## config.mk

```make
export PLATFORM = sky130hd
export DESIGN_NAME = empaquetador_2a8
export DESIGN_NICKNAME = d
export VERILOG_FILES = /design/src/rtl/empaquetador_2a8_pkg.sv /design/src/rtl/empaquetador_2a8_etapa_salida.sv /design/src/rtl/empaquetador_2a8.sv
export SDC_FILE = /design/constraint.sdc
export NUM_CORES = 1
export LEC_CHECK = 0
export CORE_MARGIN = 2
export CORE_UTILIZATION = 43
export CTS_CLUSTER_SIZE = 40
export DETAILED_ROUTE_END_ITERATION = 12
export PLACE_DENSITY = 0.7
export SETUP_SLACK_MARGIN = 0.05
export SYNTH_ARGS = -nofsm -noshare
export SYNTH_HDL_FRONTEND = slang
export SYNTH_SLANG_ARGS = --single-unit
```

## constraint.sdc

```tcl
create_clock -name clk -period 1.4 [get_ports clk]
set_input_delay 0.14 -clock clk [delete_from_list [all_inputs] [get_ports clk]]
set_output_delay 0.14 -clock clk [all_outputs]
set_load 0.005 [all_outputs]
```

## src/rtl/empaquetador_2a8_pkg.sv

```systemverilog
// Shared widths, output-stage state encoding and word-packing helper for the
// 2-bit to 8-bit symbol packer.
package empaquetador_2a8_pkg;

  localparam int SYM_W         = 2;
  localparam int WORD_W        = 8;
  localparam int SYMS_PER_WORD = 4;

  typedef enum logic {
    EMPTY = 1'b0,
    FULL  = 1'b1
  } estado_t;

  // s0 is the first symbol received and s3 the last.
  function automatic logic [WORD_W-1:0] pack_word(
    input bit               lsb_first,
    input logic [SYM_W-1:0] s0,
    input logic [SYM_W-1:0] s1,
    input logic [SYM_W-1:0] s2,
    input logic [SYM_W-1:0] s3
  );
    if (lsb_first) pack_word = {s3, s2, s1, s0};
    else           pack_word = {s0, s1, s2, s3};
  endfunction

endpackage

```

## src/rtl/empaquetador_2a8_etapa_salida.sv

```systemverilog
// Output stage: holds the packed word and valid_out until downstream takes it.
// A new word can replace the old one on the same edge that drains it.
module etapa_salida
  import empaquetador_2a8_pkg::*;
(
  input  logic              clk,
  input  logic              reset_L,
  input  logic              load,
  input  logic [WORD_W-1:0] word_in,
  input  logic              ready_in,
  output logic [WORD_W-1:0] data_out,
  output logic              valid_out
);

  estado_t state, state_next;

  always_ff @(posedge clk or negedge reset_L) begin
    if (!reset_L) begin
      state    <= EMPTY;
      data_out <= '0;
    end else begin
      state <= state_next;
      if (load) data_out <= word_in;
    end
  end

  // The packer never raises load while FULL and stalled, so load always wins.
  always_comb begin
    state_next = state;
    case (state)
      EMPTY: if (load) state_next = FULL;
      FULL: begin
        if (load)          state_next = FULL;
        else if (ready_in) state_next = EMPTY;
      end
      default: state_next = EMPTY;
    endcase
  end

  assign valid_out = (state == FULL);

endmodule

```

## src/rtl/empaquetador_2a8.sv

```systemverilog
// Packs four 2-bit symbols into one 8-bit word with valid/ready on both sides.
// Only a fourth symbol arriving while a finished word is blocked has to wait.
module empaquetador_2a8
  import empaquetador_2a8_pkg::*;
#(
  parameter bit LSB_FIRST = 1'b1
) (
  input  logic              clk,
  input  logic              reset_L,
  input  logic [SYM_W-1:0]  data_in,
  input  logic              valid_in,
  output logic              ready_out,
  output logic [WORD_W-1:0] data_out,
  output logic              valid_out,
  input  logic              ready_in,
  output logic [1:0]        sym_count,
  output logic              drop_err
);

  logic [2:0][SYM_W-1:0] acc;
  logic                  in_xfer;
  logic                  complete;
  logic [WORD_W-1:0]     word_next;

  assign ready_out = !((sym_count == 2'd3) && valid_out && !ready_in);
  assign in_xfer   = valid_in && ready_out;
  assign complete  = in_xfer && (sym_count == 2'd3);
  assign word_next = pack_word(LSB_FIRST, acc[0], acc[1], acc[2], data_in);

  always_ff @(posedge clk or negedge reset_L) begin
    if (!reset_L) begin
      acc       <= '0;
      sym_count <= 2'd0;
      drop_err  <= 1'b0;
    end else begin
      if (in_xfer) begin
        case (sym_count)
          2'd0:    acc[0] <= data_in;
          2'd1:    acc[1] <= data_in;
          2'd2:    acc[2] <= data_in;
          default: ;
        endcase
        sym_count <= sym_count + 2'd1;
      end
      if (valid_in && !ready_out) drop_err <= 1'b1;
    end
  end

  etapa_salida u_salida (
    .clk       (clk),
    .reset_L   (reset_L),
    .load      (complete),
    .word_in   (word_next),
    .ready_in  (ready_in),
    .data_out  (data_out),
    .valid_out (valid_out)
  );

endmodule

```

==> metrics.txt, run 1 <==
CTS tree built; RSZ-0062 raised after global routing true; drc violations 0; Die H 48.4 um; nets 101; FILL cells 151; worst-margin pin slew 230 ps; # diodes 0; vias in the first global route 576; crit path capture acc[4]$_DFFE_PN0P_; Yosys warning count 0; kind of critical path flip-flop to flip-flop; DRT antenna net count 0; FF+latch area 450 um2; Final setup viols 5; PwrDens 2130 mW/mm2; count of buffers from port buffering 18; most frequent cells in the layout 18 x dfrtp_1, 14 x mux2_4, 14 x buf_4; via/cell ratio 4.52; combinational power share 0.529; violated checks negative setup slack; Max clock buf depth 2; r2r setup slk -20 ps; post-synthesis cell area 848 um2; Leak Pwr 0.000647 uW; initial core utilization 0.446; die area 0.00234 mm2; crit path time final 1420 ps; commonest non-fill, non-tap cell in the layout dfrtp_1; # hold bufs at CTS 0; clk_lat worst skew 290 ps; grt ovf 0; status finished with violations; crit start category flip-flop; Ports 19; 1st-iter DRT viols 4; clock sinks 18; CTS H-tree depth 1; Power, Total 2660 uW; gpl congestion 0.666; Hold Worst Slack 157 ps; clk slew on worst S/H paths 110 ps; CP required 1580 ps; Reg2Reg Depth 5; reg2reg end acc[4]$_DFFE_PN0P_; sw power 727 uW; critical path startpoint sym_count[0]$_DFFE_PN0N_; Final Max Tran Viols 0; WL final 1.55 mm; Core Rows 16; Synth Net Count 62; syn_area_per_cell 16.3 um2; max-cap violations 0; final core utilization 0.655; worst vdd ir 1070 uV; All-Layer GR Usage 0.152; relative slew slack 0.847; fmax 0.705 GHz; Cell Int Power 1930 uW; reg-to-reg startpoint sym_count[0]$_DFFE_PN0N_; clock share of power 0.120; area delta synth->final 46.8%; Reg power frac 0.352; dominant cells by area after synthesis dfrtp_1 53%, mux2_4 25%, ha_1 5.9%; sequential fraction of the synthesis area 0.531; TritonCTS Buffers 3; DR vias 529; area share of the largest cell type after synthesis 0.531; switching share of power 0.274; multi-input logic area 393 um2; Hold Crit Class input port to async pin; Clock Tree Root clkbuf_4; CP max FO 6; antenna violations before repair 0; post-synthesis register bit count 18; Worst setup EP type flip-flop; DIE WIDTH 48.4 um; Yosys top cell by area dfrtp_1; Routed WL per cell 13.2 um; WP data arrival 1600 ps; pin count of the biggest net entering global routing 19; dpl hpwl 980 um; share of layout cells above drive strength 1 0.500; first-pass GRT wire length 2.70 mm; Final Hold Viols 0; TritonRoute pass-1 iters 4; final worst slack -18.1 ps; synthesized instance count 52; Clock Skew 9.92 ps; Final period util 1.01; Core Region 0.00190 mm2; Synth cell types 14
-- how the worst min path moves through the flow --
| stage | startpoint | end |
|---|---|---|
| 6_report | reset_L | u_salida.data_out[1]$_DFFE_PN0P_ |
| 5_1_grt | reset_L | acc[1]$_DFFE_PN0P_ |
| 4_1_cts | reset_L | u_salida.data_out[1]$_DFFE_PN0P_ |
| 3_5_place_dp | drop_err$_DFFE_PN0P_ | drop_err$_DFFE_PN0P_ |
| 3_3_place_gp | drop_err$_DFFE_PN0P_ | drop_err$_DFFE_PN0P_ |
| 2_1_floorplan | reset_L | acc[0]$_DFFE_PN0P_ |
-- layout make-up --
| class | instances | share of cell area |
|---|---|---|
| timing repair buffer | 35 | 0.257 |
| multi-input combinational | 30 | 0.316 |
| tap | 27 | 0.0271 |
| inverter | 3 | 0.00905 |
| sequential | 18 | 0.362 |
| clock buffer | 4 | 0.0291 |
-- kinds of logic (layout without fill, tap and decap cells) --
logic type | count (synthesis) | count (layout) | synth area share
flip-flops | 18 | 18 | 0.531
AND/OR/NAND/NOR | 9 | 9 | 0.103
multiplexers | 15 | 15 | 0.261
buffers and inverters | 4 | 42 | 0.0265
XOR/XNOR | 1 | 1 | 0.0103
adder cells (fa/ha/maj) | 4 | 4 | 0.0590
AO/OA/AOI/OAI | 1 | 1 | 0.00885
-- routing by layer --
layer	GRT usage	up-vias	part of all wire
li1	-	253	-
met1	0.186	261	0.46
met2	0.262	15	0.49
met3	0.0340	0	0.051
met4	0.0571	0	0
met5	0	-	0
-- flip-flops by register name, indices dropped and copies added, names as in the netlist --
signal and count:
u_salida.valid_out 1, sym_count 2, drop_err 1, acc 6, u_salida.data_out 8
-- power by group through the flow --
stage,Combinational (uW),Clock [uW],Sequential [uW]
4_1_cts,1350,332,935
6_report,1400,318,934
3_3_place_gp,1170,0,969
5_1_grt,1510,355,976
2_1_floorplan,645,0,975
3_5_place_dp,1190,0,977
-- metrics by stage --
| stage | instance area (um2) | setup TNS, ps | cells | worst slack, ps |
|---|---|---|---|---|
| 2_1_floorplan | 861 | 0 | 52 | 57.8 |
| 3_3_place_gp | 1120 | -352 | 102 | -46.4 |
| 3_5_place_dp | 1120 | -652 | 102 | -72.6 |
| 4_1_cts | 1210 | -78.1 | 113 | -20.9 |
| 5_1_grt | 1240 | -432 | 117 | -55.5 |
| 6_report | 1240 | -46.1 | 117 | -18.1 |
-- cells in the mapped netlist --
master    number
dfrtp_1       18
mux2_4        14
ha_1           4
and3_4         3
inv_1          3
nand2_1        2
buf_6          1
mux2_1         1
nand2_2        1
nand2b_1       1
nand3b_4       1
nor2b_4        1
o21bai_1       1
xnor2_1        1
-- critical path: stages, from the launching register on --
cell and delay [ps]:
dfrtp_1 410, buf_6 120, ha_4 170, nand3b_4 100, and3_4 210, mux2_4 290
-- repair_timing --
action                     in CTS  in global routing
setup buffers                   7                  4
hold endpoints to repair        0                  0
pin swaps                       3                  4
resized for setup               9                  7
setup endpoints to repair      18                 23
Note: power is estimated with default switching activity, not from simulation.
==> run 2, diff against run 1 <==
==> constraint.sdc (replaced) <==
create_clock -name clk -period 1.4 [get_ports clk]
set_input_delay 0.28 -clock clk [delete_from_list [all_inputs] [get_ports clk]]
set_output_delay 0.28 -clock clk [all_outputs]
set_load 0.005 [all_outputs]
==> metrics.txt, run 2 (synthesized netlist as in run 1, its figures left out) <==
TritonCTS Buffers 3 (unchanged); r2r setup slk -70 ps (-50 ps); PwrDens 2050 mW/mm2 (-4.0%); die area 0.00234 mm2 (unchanged); Biggest register u_salida.data_out; gpl congestion 0.641 (-3.8%); combinational power share 0.539 (+0.010); reg2reg end acc[4]$_DFFE_PN0P_; Reg power frac 0.365 (+0.013); CP required 1570 ps (about the same); Final setup viols 15 (+10); Clock Skew 1.58 ps (-8.34 ps); final worst slack -68.0 ps (-49.9 ps); Reg2Reg Depth 6 (+1); kind of critical path flip-flop to flip-flop; pin count of the biggest net entering global routing 19 (unchanged); Critical-path top delay cell dfrtp_1; violated checks negative setup slack; status finished with violations; via/cell ratio 4.58 (+1.4%); Ports 19 (unchanged); max FFs per register 8 (unchanged); crit path capture acc[4]$_DFFE_PN0P_; Core Rows 16 (unchanged); initial core utilization 0.446 (unchanged); count of buffers from port buffering 18 (unchanged); worst vdd ir 1160 uV (+8.2%); Cell Int Power 1810 uW (-6.1%); crit-path max cell delay 400 ps (about the same); antenna violations before repair 0 (unchanged); Worst setup EP type flip-flop; critical path startpoint sym_count[0]$_DFFE_PN0N_; biggest regs u_salida.data_out (8), acc (6), sym_count (2); 1st-iter DRT viols 3 (-1); Hold Crit Class input port to async pin; sw power 698 uW (-3.9%); DR vias 527 (-0.38%); Clock Tree Root clkbuf_4; max-cap violations 0 (unchanged); reg-to-reg startpoint sym_count[0]$_DFFE_PN0N_; CP max FO 5 (-1); clock share of power 0.096 (-0.024); clk slew on worst S/H paths 90 ps (-20 ps); final core utilization 0.644 (-0.0105); Power, Total 2510 uW (-5.5%); Routed WL per cell 11.9 um (-10%); TritonRoute pass-1 iters 2 (-2); CP Cell Sequence buf_6, ha_4, nand3b_4, buf_6, and3_4, mux2_4; vias in the first global route 538 (-6.6%); WP data arrival 1640 ps (+40 ps); RSZ-0062 raised after global routing true; Core Region 0.00190 mm2 (unchanged); Final Max Tran Viols 0 (unchanged); Final Hold Viols 0 (unchanged); DIE WIDTH 48.4 um (unchanged); first-pass GRT wire length 2.48 mm (-7.9%); DP Worst Slack -246 ps (-174 ps); Leak Pwr 0.000633 uW (-2.1%); Final period util 1.05 (+0.0356); CTS tree built; clock sinks 18 (unchanged); grt ovf 0 (unchanged); nets 100 (-0.99%); fmax 0.681 GHz (-3.4%); All-Layer GR Usage 0.142 (-0.00982); worst-margin pin slew 228 ps (-2.35 ps); # diodes 0 (unchanged); relative slew slack 0.848 (+0.00157); DRT antenna net count 0 (unchanged); crit path time final 1470 ps (+49.9 ps); CTS H-tree depth 1 (unchanged); commonest non-fill, non-tap cell in the layout dfrtp_1; drc violations 0 (unchanged); most frequent CP cell buf_6; WL final 1.37 mm (-12%); Max clock buf depth 2 (unchanged); dpl hpwl 973 um (-0.73%); Die H 48.4 um (unchanged); area delta synth->final 44.4%; clk_lat worst skew 280 ps (about the same); switching share of power 0.278 (+0.00464); crit start category flip-flop; most frequent cells in the layout 18 x dfrtp_1, 15 x mux2_4, 11 x buf_4; share of layout cells above drive strength 1 0.523 (+0.0227)
[run 2: cell types whose count changed in the layout (fill, tap and decap cells not counted)]
cell	previous run	this run
dlymetal6s2s_1	3	0
mux2_4	14	15
nand2_2	0	1
nand2_1	2	1
clkdlybuf4s50_1	12	5
buf_4	14	11
dlygate4sd2_1	0	10
clkbuf_8	1	0
mux2_1	1	0
xnor2_2	0	1
xnor2_1	1	0
buf_6	2	4
[run 2: per-stage QoR]
step | TNS (ps) | instance area (um2) | instances | hold slack (ps)
2_1_floorplan | 0 | 861 | 52 | -15.6
6_report | -726 | 1220 | 115 | 324
3_3_place_gp | -3270 | 1130 | 103 | 461
3_5_place_dp | -3350 | 1130 | 103 | 466
4_1_cts | -807 | 1220 | 115 | 322
5_1_grt | -1530 | 1220 | 115 | 324
[run 2: layout make-up]
type	count	area, um2
fill	152	677
sequential	18	450
multi-input combinational	30	407
timing repair buffer	34	300
tap	27	33.8
clock buffer	3	22.5
inverter	3	11.3
[run 2: what timing repair did]
action,in CTS,in global routing
endpoints found under the setup margin,21,19
setup buffers,10,0
hold buffers,0,0
gates resized for setup,22,6
pin swaps,4,2
[run 2: power groups by stage]
stage	Combinational (uW)	Clock, uW	Sequential (uW)
4_1_cts	1330	258	916
3_5_place_dp	1200	0	968
3_3_place_gp	1190	0	952
5_1_grt	1470	289	961
2_1_floorplan	645	0	975
6_report	1350	241	917
[run 2: worst min path at each step]
stage,start,end,slack [ps]
floorplan,reset_L,acc[0]$_DFFE_PN0P_,-20
global placement,drop_err$_DFFE_PN0P_,drop_err$_DFFE_PN0P_,460
detailed placement,drop_err$_DFFE_PN0P_,drop_err$_DFFE_PN0P_,470
CTS,reset_L,u_salida.data_out[5]$_DFFE_PN0P_,320
global route,reset_L,u_salida.data_out[5]$_DFFE_PN0P_,320
finish,reset_L,u_salida.data_out[5]$_DFFE_PN0P_,320
[run 2: worst max-delay path: cells and delay by family, from the launching register on]
family	cells	cell delay (ps)
adders and majority gates	1	160
buffers and inverters	2	240
muxes	1	290
and+or+nand+nor	2	260
DFF	1	400
[run 2: metal layers]
metal / track usage / part of all wire / wire [um]
met5: 0 / 0 / 0
met4: 0.0762 / 0.025 / 34
met3: 0.0463 / 0.067 / 91
met2: 0.227 / 0.45 / 612
met1: 0.170 / 0.46 / 626
